File: config.mk
export PLATFORM = sky130hd
export DESIGN_NAME = nn_act_sigmoid
export DESIGN_NICKNAME = d
export VERILOG_FILES = /design/src/rtl/nn_pkg.sv /design/src/rtl/nn_pipe_reg.sv /design/src/rtl/nn_act_sigmoid.sv
export SDC_FILE = /design/constraint.sdc
export NUM_CORES = 1
export LEC_CHECK = 0
export CAP_MARGIN = 15
export CORE_MARGIN = 2
export CORE_UTILIZATION = 40
export CTS_BUF_LIST = sky130_fd_sc_hd__clkbuf_4 sky130_fd_sc_hd__clkbuf_8
export DETAILED_ROUTE_END_ITERATION = 8
export PLACE_DENSITY = 0.74
export SLEW_MARGIN = 40
export SYNTH_ARGS = -nofsm -noshare
export SYNTH_HDL_FRONTEND = slang
export SYNTH_SLANG_ARGS = --single-unit
File: constraint.sdc
create_clock -name clk -period 4.6 [get_ports clk]
set_input_delay 0.46 -clock clk [delete_from_list [all_inputs] [get_ports clk]]
set_output_delay 0.46 -clock clk [all_outputs]
set_load 0.03 [all_outputs]
File: src/rtl/nn_pkg.sv
`default_nettype none
// nn_pkg: Q4.12 constants, stage payload types and PLAN sigmoid helpers.
// Rev 1.0
package nn_pkg;

  localparam int unsigned ONE  = 4096;
  localparam int unsigned HALF = 2048;
  localparam int unsigned C1   = 2560;
  localparam int unsigned C2   = 3456;
  localparam int unsigned BRK1 = 4096;
  localparam int unsigned BRK2 = 9728;
  localparam int unsigned BRK3 = 20480;

  typedef logic [16:0] q4_12_t;
  typedef logic [1:0]  seg_t;
  typedef logic [12:0] y_t;

  localparam seg_t SEG_LIN0 = 2'd0;
  localparam seg_t SEG_LIN1 = 2'd1;
  localparam seg_t SEG_LIN2 = 2'd2;
  localparam seg_t SEG_SAT  = 2'd3;

  // Segments 0..2 only occur for |x| < 20480, so 15 bits of magnitude suffice downstream.
  typedef struct packed {
    logic        sign;
    logic [14:0] ax;
    seg_t        seg;
  } s1_t;

  typedef struct packed {
    logic sign;
    y_t   y;
  } s2_t;

  function automatic q4_12_t abs_q(input q4_12_t x);
    return x[16] ? (~x + q4_12_t'(1)) : x;
  endfunction

  function automatic seg_t plan_seg(input q4_12_t ax);
    if (ax < q4_12_t'(BRK1))      return SEG_LIN0;
    else if (ax < q4_12_t'(BRK2)) return SEG_LIN1;
    else if (ax < q4_12_t'(BRK3)) return SEG_LIN2;
    else                          return SEG_SAT;
  endfunction

  function automatic y_t plan_y(input logic [14:0] ax, input seg_t seg);
    y_t y;
    case (seg)
      SEG_LIN0: y = y_t'(ax >> 2) + y_t'(HALF);
      SEG_LIN1: y = y_t'(ax >> 3) + y_t'(C1);
      SEG_LIN2: y = y_t'(ax >> 5) + y_t'(C2);
      default:  y = y_t'(ONE);
    endcase
    return y;
  endfunction

endpackage
`default_nettype wire

File: src/rtl/nn_pipe_reg.sv
`default_nettype none
// nn_pipe_reg: one-entry valid/data pipeline register with load enable.
// Rev 1.0
module nn_pipe_reg #(
  parameter int W = 1
) (
  input  logic         clk,
  input  logic         rst_n,
  input  logic         en,
  input  logic         in_valid,
  input  logic [W-1:0] in_data,
  output logic         out_valid,
  output logic [W-1:0] out_data
);

  always_ff @(posedge clk) begin
    if (!rst_n) begin
      out_valid <= 1'b0;
      out_data  <= '0;
    end else if (en) begin
      out_valid <= in_valid;
      out_data  <= in_data;
    end
  end

endmodule
`default_nettype wire

File: src/rtl/nn_act_sigmoid.sv
`default_nettype none
// nn_act_sigmoid: 3-stage piecewise-linear sigmoid on a Q4.12 neuron sum.
// Rev 1.0
module nn_act_sigmoid
  import nn_pkg::*;
#(
  parameter int FRAC_BITS = 12,
  parameter int SAT_CNT_W = 16
) (
  input  logic                 clk,
  input  logic                 rst_n,
  input  logic                 in_valid,
  output logic                 in_ready,
  input  logic [16:0]          in_data,
  output logic                 out_valid,
  input  logic                 out_ready,
  output logic [16:0]          out_data,
  output logic [SAT_CNT_W-1:0] sat_cnt
);

  localparam q4_12_t Q_ONE = q4_12_t'(1 << FRAC_BITS);

  logic   stall;
  logic   adv;
  q4_12_t ax;
  s1_t    s1_d, s1_q;
  s2_t    s2_d, s2_q;
  q4_12_t s3_d;
  logic   s1_valid, s2_valid;

  // A single global stall freezes every stage, so bubbles keep their slots.
  assign stall    = out_valid & ~out_ready;
  assign adv      = ~stall;
  assign in_ready = adv;

  always_comb begin
    ax        = abs_q(in_data);
    s1_d.sign = in_data[16];
    s1_d.ax   = ax[14:0];
    s1_d.seg  = plan_seg(ax);
  end

  nn_pipe_reg #(.W($bits(s1_t))) u_s1 (
    .clk      (clk),
    .rst_n    (rst_n),
    .en       (adv),
    .in_valid (in_valid),
    .in_data  (s1_d),
    .out_valid(s1_valid),
    .out_data (s1_q)
  );

  always_comb begin
    s2_d.sign = s1_q.sign;
    s2_d.y    = plan_y(s1_q.ax, s1_q.seg);
  end

  nn_pipe_reg #(.W($bits(s2_t))) u_s2 (
    .clk      (clk),
    .rst_n    (rst_n),
    .en       (adv),
    .in_valid (s1_valid),
    .in_data  (s2_d),
    .out_valid(s2_valid),
    .out_data (s2_q)
  );

  always_comb begin
    s3_d = s2_q.sign ? (Q_ONE - q4_12_t'(s2_q.y)) : q4_12_t'(s2_q.y);
  end

  nn_pipe_reg #(.W(17)) u_s3 (
    .clk      (clk),
    .rst_n    (rst_n),
    .en       (adv),
    .in_valid (s2_valid),
    .in_data  (s3_d),
    .out_valid(out_valid),
    .out_data (out_data)
  );

  // Counted on the stage 1 -> 2 move so a stalled sample is counted exactly once.
  always_ff @(posedge clk) begin
    if (!rst_n) begin
      sat_cnt <= '0;
    end else if (adv && s1_valid && (s1_q.seg == SEG_SAT) && (sat_cnt != '1)) begin
      sat_cnt <= sat_cnt + SAT_CNT_W'(1);
    end
  end

endmodule
`default_nettype wire

==> results.cfg, run 1 <==
[outcome]
run_status = finished clean

[cts]
clkLatencyLatePin_ns = 0.34
cts.clk_slew.worst_paths_ns = 0.07
postCtsSetupRepairBufs = 0
ctsHoldBuffers = 0
tritoncts = yes
root_buffer = clkbuf_8
cts_buffers = 9
clk_path_buf_depth = 2
clock_sinks = 63
htree_levels = 3
ctsResizeCount = 0

[setup_path]
required_ns = 4.14
critPathLaunchType = input port
endpoint_kind = output port
critPathArrivalTime_ns = 2.24
worstSetupPathType = input port to output port
ff2ff_setup_slack_ns = 2.50
cp_max_fo = 29

[synth]
synth_top_area_frac = 0.365
yosysSeqAreaShare = 0.365
syn_inst = 409
ys_async_sr_fraction = 0
synth_fp_nets = 438
synthTopCellsByArea = dfxtp_1 (37%), xor2_1 (8.6%), nand2_1 (6.0%)
synth_edf_count = 0
synthTopCellsByCount = dfxtp_1 (63), nand2_1 (55), xor2_1 (34), o21ai_0 (31), clkbuf_1 (20)
synth_most_common_cell = dfxtp_1
syn_avg_cell_area_um2 = 8.44
ys_warn_count = 0
synth.distinct_cells = 45
synth.largest_area_cell = dfxtp_1
netlist_area_um2 = 3450
synth_ff_type = dfxtp_1
ys_ff_latch = 63

[finish]
instances_no_fill = 554
fillers = 780
layout-drive-gt1-share = 0.0646
area_growth_pct = 22.1
diodes = 0
register_area_um2 = 1260
layout.nets = 473
multi_input_area_um2 = 2010

[hold_path]
hold_path.class = flip-flop to flip-flop

[sta]
setup_violations = 0
slew_headroom = 0.512
timing.fmax_ghz = 0.371
rsz0062_at_grt = no
maxSlewViolCount = 0
fin_crit_ns = 2.70
finalSetupTns_ns = 0
timing.final.crit_share = 0.586
hold_viol_final = 0
tightest_slew_ns = 0.730
finClkSkew_ns = 0.00637

[die]
coreArea_um2 = 8300
dieArea_um2 = 9390
num_rows = 33
dieWidth_um = 96.9
io-pin-count = 56
start_util = 0.416
die_h_um = 96.9

[pwr]
power_leakage_nw = 1.77
peakVddDrop_uv = 124
fin_total_pwr_mw = 1.32
pwr_density_cell_nw_per_um2 = 313

[routing]
vias_per_cell = 5.41
routed-via-count = 2995
dr.first_iter.drc_count = 175
first_pass_iters = 4
drc = 0
finalWirelength_mm = 7.19
wl_per_cell_um = 13.0
ant_nets = 0

[place]
dp_hpwl_mm = 5.11
gp_congestion = 0.789
portBuffers = 55
dpl.cell_count = 538

[global_routing]
grt_use_total = 0.153
grt_overflow_total = 0
grt_antenna_before_repair = 0
grt_pass1_vias = 2658
grt_max_degree = 56
grt_pass1_wl_mm = 12.1

[run]
drv_cap = 0
==> registers in the layout, summed over array words and instances (netlist names) <==
signal          cells
sat_cnt            16
u_s1.out_data      16
u_s2.out_data      14
u_s3.out_data      14
u_s1.out_valid      1
u_s2.out_valid      1
u_s3.out_valid      1
==> per-stage QoR <==
step	area (um2)	hold slack, ns	setup WS [ns]	utilization
6_report	4210	0.466	1.90	0.508
5_1_grt	4210	0.491	1.81	0.508
4_1_cts	4220	0.467	1.89	0.508
3_5_place_dp	4020	0.455	1.91	0.484
3_3_place_gp	4010	0.449	1.91	0.483
2_1_floorplan	3450	0.441	2.55	-
==> power by group <==
| group | internal, mW | switching, mW |
|---|---|---|
| clock | 0.251 | 0.224 |
| combinational | 0.104 | 0.115 |
| sequential | 0.582 | 0.0427 |
| total | 0.936 | 0.382 |
==> cell type report <==
| type | instances | area share |
|---|---|---|
| clock buffer | 9 | 0.0294 |
| clock inverter | 7 | 0.0172 |
| inverter | 9 | 0.00802 |
| multi-input combinational | 302 | 0.478 |
| sequential | 63 | 0.300 |
| tap | 105 | 0.0312 |
| timing repair buffer | 59 | 0.137 |
==> layer usage <==
metal / share of wire / GRT usage / wire, um
met5: 0 / 0 / 0
met4: 0.017 / 0.0661 / 121
met3: 0.040 / 0.0296 / 291
met2: 0.45 / 0.241 / 3200
met1: 0.50 / 0.204 / 3570
==> worst paths after layout <==
path,startpoint,end,cells past startpoint
setup / recovery,out_ready,in_ready,5
hold / removal,u_s2.out_valid$_SDFFE_PN0N_,u_s2.out_valid$_SDFFE_PN0N_,2
setup reg to reg,u_s3.out_valid$_SDFFE_PN0N_,sat_cnt[14]$_SDFFE_PN0P_,6
hold reg to reg,u_s2.out_valid$_SDFFE_PN0N_,u_s2.out_valid$_SDFFE_PN0N_,2
==> layout by cell type (no fill, tap or decap), types with 3 or more instances in the layout <==
cell type and count:
xor2_1 34, xnor2_1 3, a21boi_0 8, a211oi_1 3, nand2_1 55, o211ai_1 13
nor4_1 8, o21ai_0 31, a21oi_1 18, clkbuf_8 9, o41ai_1 3, nor3_1 6
o31ai_1 6, nand4_1 9, clkdlybuf4s50_1 54, and2_1 15, nand3_1 11, nor2b_1 3
nor2_1 8, buf_4 4, nor3b_1 3, inv_1 8, and3_1 3, mux2i_1 11
o211a_1 19, dfxtp_1 62, nand2b_1 4, ha_1 8
==> worst max-delay path, stage by stage <==
cell and delay, ns:
clkdlybuf4s50_1 0.45, nor2b_1 0.04, buf_4 0.18, inv_2 0.34, clkdlybuf4s50_1 0.75
==> cell families (layout without fill, tap and decap cells) <==
family	after synthesis	in the layout	synth area share
flip-flops	63	63	0.365
AND/OR/NAND/NOR	137	137	0.206
AO/OA/AOI/OAI	109	109	0.220
buffers and inverters	44	84	0.0537
multiplexers	11	11	0.0319
XOR/XNOR	37	37	0.0939
adder cells (fa/ha/maj)	8	8	0.0290
No activity file was read; power rests on OpenSTA's default activity.
==> inputs of run 2 (changes only) <==
PLACE_DENSITY = 0.76   (was 0.74)
clock period = 2.4 ns   (was 4.6 ns; I/O delays follow)
==> results.cfg, run 2 (synthesis gave the netlist of run 1 again) <==
[cts]
htree_levels = 3
cts_buffers = 9
postCtsSetupRepairBufs = 0
clock_sinks = 63
ctsResizeCount = 0
tritoncts = yes
root_buffer = clkbuf_8
cts.clk_slew.worst_paths_ns = 0.08
ctsHoldBuffers = 0
clk_path_buf_depth = 2
clkLatencyLatePin_ns = 0.35

[pwr]
p_comb_frac = 0.173
pwr_density_cell_nw_per_um2 = 601
power_leakage_nw = 1.78
p_switching_uw = 752
pwr-share-seq = 0.462
switching_share = 0.295
peakVddDrop_uv = 217
pwr-share-clk = 0.364
p_int_mw = 1.80

[sta]
finalSetupTns_ns = 0
fin_crit_ns = 1.99
timing.final.crit_share = 0.830
maxSlewViolCount = 0
hold_viol_final = 0
finClkSkew_ns = 0.0104
setup_violations = 0
slew_headroom = 0.516
setup_ws_ns = 0.407
timing.fmax_ghz = 0.502
rsz0062_at_grt = no
tightest_slew_ns = 0.724

[die]
die_h_um = 96.9
io-pin-count = 56
dieArea_um2 = 9390
num_rows = 33
coreArea_um2 = 8300
dieWidth_um = 96.9
start_util = 0.416

[hold_path]
hold_path.class = input port to flip-flop

[global_routing]
grt_use_total = 0.164
grt_overflow_total = 0
grt_max_degree = 80
grt_pass1_vias = 2840
grt_antenna_before_repair = 0
grt_pass1_wl_mm = 13.0

[routing]
vias_per_cell = 5.40
drc = 0
ant_nets = 0
routed-via-count = 3014
first_pass_iters = 4
finalWirelength_mm = 7.43
wl_per_cell_um = 13.3
dr.first_iter.drc_count = 132

[finish]
diodes = 0
area_growth_pct = 23.0
layout.nets = 477
largest_registers = sat_cnt (16), u_s1.out_data (16)
layout-drive-gt1-share = 0.0706
layout_common_cells = dfxtp_1 (63), nand2_1 (55), clkdlybuf4s50_1 (54), xor2_1 (34), o21ai_0 (31)
final_common_cell = dfxtp_1

[place]
gp_congestion = 0.853
portBuffers = 55
preCtsSetupSlack_ns = 0.0951
dp_hpwl_mm = 5.12

[setup_path]
worstSetupPathType = input port to flip-flop
cp_max_fo = 4
critPathArrivalTime_ns = 2.22
critPathLaunchType = input port
required_ns = 2.63
endpoint_kind = flip-flop

[outcome]
run_status = finished clean

[run]
drv_cap = 0
-- run 2: cell types whose count changed in the layout (fill, tap and decap cells not counted) --
cell / previous run / this run
nor4_2: 1 / 2
buf_4: 4 / 7
buf_12: 0 / 1
dfxtp_1: 62 / 63
nor4_4: 1 / 0
dfxtp_2: 1 / 0
-- run 2: worst paths after layout --
path	startpoint	end	slack, ns	depth (start not counted)
hold / removal	rst_n	u_s3.out_data[1]$_SDFFE_PN0N_	0.46	2
hold reg to reg	u_s1.out_data[17]$_SDFFE_PN0N_	u_s2.out_data[13]$_SDFFE_PN0N_	0.46	2
setup reg to reg	u_s2.out_data[2]$_SDFFE_PN0N_	u_s3.out_data[9]$_SDFFE_PN0N_	0.46	5
setup / recovery	in_data[2]	u_s1.out_data[0]$_SDFFE_PN0N_	0.41	6
-- run 2: layer usage --
metal | vias up | GRT usage | routed length (um)
met2 | 68 | 0.259 | 3400
met4 | 0 | 0.0650 | 76
met1 | 1394 | 0.217 | 3620
met5 | - | 0 | 0
met3 | 8 | 0.0368 | 332
li1 | 1544 | - | -
-- run 2: cell type report --
class,instances,area (um2)
inverters,9,33.8
fillers,787,4050
clock inverters,7,72.6
clock buffers,9,124
flip-flops and latches,63,1260
repair buffers,63,618
well taps,105,131
multi-input cells,302,2000
-- run 2: power by group through the flow --
stage               Sequential [mW]  Combinational (mW)  Clock (mW)
floorplan                      1.22               0.266           0
global placement               1.20               0.431           0
detailed placement             1.20               0.440           0
CTS                            1.18               0.444       0.948
global route                   1.19               0.494       0.999
finish                         1.18               0.442       0.929
-- run 2: worst max-delay path, cell delays in order --
cell and delay [ns]:
clkdlybuf4s50_1 0.47, nor4_1 0.57, nand4_1 0.30, o22ai_1 0.28, nor2_1 0.07, o41ai_1 0.29
-- run 2: through the flow --
stage	instances	instance area, um2	total power [mW]	utilization	hold slack [ns]
2_1_floorplan	409	3450	1.49	-	0.387
3_3_place_gp	542	4050	1.63	0.488	0.452
3_5_place_dp	542	4050	1.64	0.488	0.460
4_1_cts	558	4250	2.57	0.512	0.459
5_1_grt	558	4250	2.68	0.512	0.493
6_report	558	4250	2.55	0.512	0.460
==> inputs of run 3 (changes only) <==
clock period = 1.8 ns   (was 2.4 ns; I/O delays follow)
==> results.cfg, run 3 (synthesis gave the netlist of run 1 again) <==
[global_routing]
grt_antenna_before_repair = 0
grt_pass1_wl_mm = 13.4
grt_overflow_total = 0
grt_max_degree = 49
grt_use_total = 0.168
grt_pass1_vias = 2925

[finish]
multi_input_area_um2 = 2010
layout.nets = 504
fillers = 749
layout_common_cells = nand2_1 (55), dfxtp_1 (55), clkdlybuf4s50_1 (53), xor2_1 (34), buf_4 (33)
area_growth_pct = 29.6
instances_no_fill = 585
largest_registers = sat_cnt (16), u_s1.out_data (16)
register_area_um2 = 1270
stdcell_area_um2 = 4470
post-route-util = 0.539
diodes = 0
layout-drive-gt1-share = 0.144

[sta]
timing.fmax_ghz = 0.592
setup_violations = 0
rsz0062_at_grt = no
fin_crit_ns = 1.69
whs_ns = 0.253
finClkSkew_ns = 0.0117
tightest_slew_ns = 0.445
hold_viol_final = 0
finalSetupTns_ns = 0
timing.final.crit_share = 0.939
slew_headroom = 0.703
setup_ws_ns = 0.110
maxSlewViolCount = 0

[routing]
routed-via-count = 3143
drc = 0
ant_nets = 0
vias_per_cell = 5.37
finalWirelength_mm = 7.65
first_pass_iters = 4
wl_per_cell_um = 13.1
dr.first_iter.drc_count = 110

[die]
die_h_um = 96.9
io-pin-count = 56
num_rows = 33
start_util = 0.416
dieWidth_um = 96.9
dieArea_um2 = 9390
coreArea_um2 = 8300

[setup_path]
cp_max_fo = 3
critPathArrivalTime_ns = 1.92
worstSetupPathType = input port to flip-flop
endpoint_kind = flip-flop
required_ns = 2.03
critPathLaunchType = input port

[run]
drv_cap = 0

[cts]
postCtsSetupRepairBufs = 0
ctsHoldBuffers = 0
cts_buffers = 9
htree_levels = 3
clock_sinks = 63
clkLatencyLatePin_ns = 0.35
clk_path_buf_depth = 2
cts.clk_slew.worst_paths_ns = 0.08
tritoncts = yes
root_buffer = clkbuf_8

[place]
preCtsSetupSlack_ns = -0.235
portBuffers = 55
dpl.cell_count = 569
gp_congestion = 0.876
placed_area_um2 = 4280
dp_hpwl_mm = 5.51

[outcome]
run_status = finished clean

[pwr]
power_leakage_nw = 1.93
fin_total_pwr_mw = 3.35
pwr_density_cell_nw_per_um2 = 750
peakVddDrop_uv = 324

[hold_path]
hold_path.class = input port to flip-flop
==> run 3: worst max-delay path, cell delays in order <==
cell and delay, ns:
clkdlybuf4s50_1 0.43, nor4_1 0.37, buf_4 0.18, nand4_1 0.14
buf_4 0.19, mux2i_1 0.11, o41ai_1 0.31
==> run 3: repair_timing <==
item | CTS | global route
resized for setup | 0 | 2
setup endpoints to repair | 0 | 4
endpoints found under the hold margin | 0 | 0
==> run 3: power breakdown <==
group | leakage (nW) | internal [mW] | switching, mW
Combinational | 1.31 | 0.318 | 0.344
Sequential | 0.521 | 1.49 | 0.0761
Clock | 0.0930 | 0.544 | 0.588
Total | 1.93 | 2.35 | 1.01
==> run 3: layer usage <==
metal	GRT usage	share of wire
met1	0.215	0.47
met2	0.279	0.46
met3	0.0405	0.046
met4	0.0574	0.017
met5	0	0
==> run 3: final timing paths <==
| check | slack, ns | cells after the start | endpoint | startpoint |
|---|---|---|---|---|
| max | 0.11 | 7 | u_s1.out_data[0]$_SDFFE_PN0N_ | in_data[2] |
| min | 0.25 | 2 | u_s2.out_data[4]$_SDFFE_PN0N_ | rst_n |
| max reg2reg | 0.13 | 5 | sat_cnt[15]$_SDFFE_PN0P_ | u_s3.out_valid$_SDFFE_PN0N_ |
| min reg2reg | 0.47 | 2 | u_s1.out_data[17]$_SDFFE_PN0N_ | u_s1.out_data[17]$_SDFFE_PN0N_ |
==> run 3: cell type report <==
| type | instances | area share |
|---|---|---|
| flip-flops and latches | 63 | 0.284 |
| well taps | 105 | 0.0294 |
| clock buffers | 10 | 0.0308 |
| clock inverters | 6 | 0.00979 |
| multi-input cells | 302 | 0.450 |
| repair buffers | 90 | 0.189 |
| inverters | 9 | 0.00755 |
